--- src/rtl/counter_pkg.sv ---
// Shared definitions for the mod-N counter family: digit sizing, parameter
// legality checks and the count-direction encoding.
package counter_pkg;

  typedef enum logic {
    DIR_DOWN = 1'b0,
    DIR_UP   = 1'b1
  } dir_e;

  localparam int MODULUS_MIN = 2;
  localparam int MODULUS_MAX = 65536;
  localparam int DIGITS_MIN  = 1;

  // Bits needed to hold 0..m-1; kept at 1 for degenerate m so widths stay legal.
  function automatic int digit_width(input int m);
    return (m < 2) ? 1 : $clog2(m);
  endfunction

  function automatic bit modulus_legal(input int m);
    return (m >= MODULUS_MIN) && (m <= MODULUS_MAX);
  endfunction

  function automatic bit digits_legal(input int d);
    return d >= DIGITS_MIN;
  endfunction

endpackage

--- src/rtl/mod_n_digit.sv ---
// One counter digit: parallel load with clamp, modulo step in either
// direction, and a terminal flag for the carry chain.
module mod_n_digit
  import counter_pkg::*;
#(
  parameter int MODULUS = 10,
  parameter int W       = digit_width(MODULUS)
) (
  input  logic         clk,
  input  logic         clear,
  input  logic         load,
  input  logic [W-1:0] d_in,
  input  logic         step,
  input  logic         up,
  output logic [W-1:0] q,
  output logic         term
);

  localparam logic [W-1:0] MAX   = W'(MODULUS - 1);
  localparam logic [W:0]   MOD_X = (W+1)'(MODULUS);

  logic         in_range;
  logic [W-1:0] nxt;

  assign in_range = ({1'b0, d_in} < MOD_X);

  always_comb begin
    nxt = q;
    if (load) begin
      nxt = in_range ? d_in : MAX;
    end else if (step) begin
      if (up == DIR_UP) nxt = (q == MAX) ? '0 : q + 1'b1;
      else              nxt = (q == '0)  ? MAX : q - 1'b1;
    end
  end

  always_ff @(posedge clk) begin
    if (clear) q <= '0;
    else       q <= nxt;
  end

  assign term = (up == DIR_DOWN) ? (q == '0) : (q == MAX);

endmodule

--- src/rtl/mod_n_bcd_counter.sv ---
// Synchronous multi-digit mod-N up/down counter with parallel load,
// terminal count and carry-out for cascading instances through en/co.
module mod_n_bcd_counter
  import counter_pkg::*;
#(
  parameter int MODULUS = 10,
  parameter int DIGITS  = 4
) (
  input  logic                                    clk,
  input  logic                                    clear,
  input  logic                                    en,
  input  logic                                    up,
  input  logic                                    load,
  input  logic [DIGITS*digit_width(MODULUS)-1:0]  load_val,
  output logic [DIGITS*digit_width(MODULUS)-1:0]  q,
  output logic                                    tc,
  output logic                                    co,
  output logic                                    load_err
);

  localparam int         W     = digit_width(MODULUS);
  localparam logic [W:0] MOD_X = (W+1)'(MODULUS);

  if (!modulus_legal(MODULUS) || !digits_legal(DIGITS)) begin : g_bad_param
    $error("mod_n_bcd_counter: illegal MODULUS=%0d / DIGITS=%0d", MODULUS, DIGITS);
  end

  logic [DIGITS-1:0] term;
  logic [DIGITS-1:0] dig_bad;
  // chain[i] = all digits below i are terminal, from pre-edge values
  logic [DIGITS:0]   chain;

  assign chain[0] = 1'b1;

  for (genvar i = 0; i < DIGITS; i++) begin : g_digit
    assign chain[i+1] = chain[i] & term[i];
    assign dig_bad[i] = ({1'b0, load_val[i*W +: W]} >= MOD_X);

    mod_n_digit #(
      .MODULUS (MODULUS),
      .W       (W)
    ) u_digit (
      .clk   (clk),
      .clear (clear),
      .load  (load),
      .d_in  (load_val[i*W +: W]),
      .step  (en & chain[i]),
      .up    (up),
      .q     (q[i*W +: W]),
      .term  (term[i])
    );
  end

  assign tc = chain[DIGITS];
  assign co = en & tc & ~load & ~clear;

  always_ff @(posedge clk) begin
    if (clear)     load_err <= 1'b0;
    else if (load) load_err <= |dig_bad;
    else           load_err <= 1'b0;
  end

endmodule

--- config.mk ---
export PLATFORM = sky130hd
export DESIGN_NAME = mod_n_bcd_counter
export DESIGN_NICKNAME = d
export VERILOG_FILES = /design/src/rtl/counter_pkg.sv /design/src/rtl/mod_n_digit.sv /design/src/rtl/mod_n_bcd_counter.sv
export SDC_FILE = /design/constraint.sdc
export NUM_CORES = 1
export LEC_CHECK = 0
export ABC_AREA = 0
export CELL_PAD_IN_SITES_DETAIL_PLACEMENT = 1
export CELL_PAD_IN_SITES_GLOBAL_PLACEMENT = 2
export CORE_ASPECT_RATIO = 1.5
export CORE_MARGIN = 10
export CORE_UTILIZATION = 24
export DETAILED_ROUTE_END_ITERATION = 6
export HOLD_SLACK_MARGIN = 0.02
export PLACE_DENSITY_LB_ADDON = 0.1
export SLEW_MARGIN = 10
export SYNTH_ARGS = -nofsm -noshare
export SYNTH_HDL_FRONTEND = slang
export SYNTH_SLANG_ARGS = --single-unit
--- constraint.sdc ---
create_clock -name clk -period 1.55 [get_ports clk]
set_input_delay 0.155 -clock clk [delete_from_list [all_inputs] [get_ports clk]]
set_output_delay 0.155 -clock clk [all_outputs]
set_load 0.05 [all_outputs]
==> run summary <==
CTS clk-pin slew, worst paths = 80 ps
Switch Pwr = 626.5 uW
Final Worst Setup Slack = -308.4 ps
IO buf count = 39
total design power = 1614 uW
via/cell ratio = 5.173
number of nets with antenna violations after routing = 0
Mean Syn Cell Area = 7.519 um^2
HPWL after detailed placement = 4.926 mm
final period utilization = 119.9%
Core Box Area = 6175 um^2
async set or reset register ratio after synthesis = 0%
Initial Util = 24.84%
Synthesis Warnings = 0
Skew-Pair Late Insertion Delay = 260 ps
Routed WL per cell = 17.56 um
Layout area overhead = 63.70%
top-area cell type share of the netlist area = 22.19%
Yosys cell types = 53
final hold vios = 0
commonest non-fill, non-tap cells in the layout = buf_4, clkdlybuf4s50_1, nand2_1, a21oi_1, nor2_1
Critical Path AT = 1700 ps
gr ovfl total = 0
die span in x = 85.28 um
Tmin final = 1858 ps
DR pass1 iterations = 3
ANT cells = 0
dominant cell type by area after synthesis = dfxtp_1
DP Worst Slack = -557.9 ps
initial antenna violation count = 0
CTS H-tree depth = 1
Worst Hold Class = primary input to flip-flop
Int Pwr = 987.6 uW
drt drc = 0
ys flop type = dfxtp_1
IO Pins = 40
unrepaired setup endpoints after global routing = true
cells after synthesis = 204
Synthesized Nets = 225
Die Y = 117.9 um
vias in the first global route = 1,993
Clock Sinks = 17
CTS tree = yes
Final setup viols = 7
fraction of layout cells with a size suffix above 1 = 44.60%
Seq pwr share = 31.6%
crit path kind = flip-flop to output port
number of flops mapped to enable cells by yosys = 0
synthesized area = 1534 um^2
slew of the pin with the lowest slew margin = 477.3 ps
CP required = 1390 ps
Clock Skew = 11.65 ps
via count = 1,821
Worst Setup End Kind = output port
pin count of the biggest net entering global routing = 17
# rows = 35
commonest non-fill, non-tap cell in the layout = buf_4
Critical Path Fanout Max = 2
logic gate share of total power = 46.4%
max cap viols = 0
die area = 10,060 um^2
maximum vdd ir drop = 0.0003372 V
drt total wl = 6.182 mm
Slew HR = 67.85%
GRT Overall Usage = 11.88%
first-pass GRT wire length = 10.07 mm
clock share of power = 22.0%
flops & latches, synth = 17
Switching Share = 38.82%
initial DRC count = 84
final layout net count = 300
leakage = 0.0009975 uW
sequential area share after synthesis = 22.19%
CTS Buf Count = 3
Max clock buf depth = 2
crit start category = flip-flop
root buffer cell = clkbuf_8
status = finished with violations
PwrDens = 642.8 nW/um^2
Fmax = 538.1 MHz
cts hold-fix bufs = 0
max-slew violations = 0
Area contributors post-synth = dfxtp_1, a21oi_1, buf_6
failing checks = setup timing
RD Place Congestion = 0.8246
-- Yosys cell counts, types with 2 or more instances --
library cell  count
a211oi_1          5
a21oi_1          17
a221oi_1          5
a22oi_1           2
a311o_1           2
a31oi_1           3
a41o_1            2
and2_1            2
and3_1            5
buf_2             4
buf_6             6
clkbuf_1          7
dfxtp_1          17
inv_1             8
mux2i_1           2
nand2_1          16
nand2b_1          8
nand3_1           5
nand4_1           2
nand4b_1          2
nor2_1           17
nor2b_1           3
nor3_1            4
o21a_1            3
o21ai_0          13
o21bai_1          2
o22ai_1           4
o32ai_1           3
or2_2             3
or3_1             3
xnor2_1           5
xor2_1            3
-- power groups by stage --
stage	logic, uW	registers, uW	clock network [uW]
floorplan	321	621	0
global placement	684	513	0
detailed placement	702	515	0
CTS	723	507	375
global route	807	516	393
finish	748	510	355
-- final timing paths --
check / start / to / slack, ps / cells after the start
max: g_digit[3].u_digit.q[3] / co / -310 / 5
min: load_val[2] / g_digit[0].u_digit.q[2] / 480 / 3
max reg2reg: g_digit[0].u_digit.q[3] / g_digit[3].u_digit.q[1] / -90 / 6
min reg2reg: g_digit[2].u_digit.q[0] / g_digit[2].u_digit.q[0] / 600 / 2
-- state kept, by name, summed over array words and instances (netlist names) --
name,flops
load_err,1
g_digit.u_digit.q,16
-- critical path, cell delays in order (launching register included) --
cell and delay, ps:
dfxtp_4 350, or3_4 360, a211oi_2 200, nand2_2 120, nor4_4 220, buf_12 180
-- repair_timing --
item	4_1_cts	5_1_grt
gates cloned	0	0
setup buffers	0	3
pin swaps	4	16
gates resized for setup	10	17
endpoints found under the setup margin	15	10
-- area by class of cell --
cell class                 count  area, um^2
clock buffer                   3       41.29
clock inverter                 1       5.005
fill                         748        3664
inverter                       8       30.03
multi-input combinational    162        1212
sequential                    17       375.4
tap                           74       92.59
timing repair buffer          87       754.5
-- cell families (layout without fill, tap and decap cells) --
logic type | after synthesis | in the layout | share of synthesized area, %
muxes | 2 | 2 | 1.305
buffers and inverters | 25 | 99 | 9.380
xor gates and xnor gates | 8 | 8 | 4.568
DFF | 17 | 17 | 22.19
AOI/OAI and AO/OA | 73 | 73 | 33.36
and+or+nand+nor | 79 | 79 | 29.20
-- per-stage QoR --
step           cell area, um^2  utilization, %  instances  setup TNS [ps]  hold slack, ps
3_5_place_dp              2331           37.75        345           -7538           587.4
5_1_grt                   2511           40.67        352           -1549           496.5
4_1_cts                   2417           39.15        349          -822.4           474.3
6_report                  2511           40.67        352          -843.8           482.5
3_3_place_gp              2331           37.75        345           -6690           584.2
2_1_floorplan             1658               -        204          -649.3           287.9
-- metal layers --
layer  global-route usage (%)  part of all wire [%]
met3                    2.493                   3.3
met4                    2.893                  0.76
met1                    12.81                    41
met2                    22.24                    55
met5                        0                     0
No activity file was read; power rests on OpenSTA's default activity.
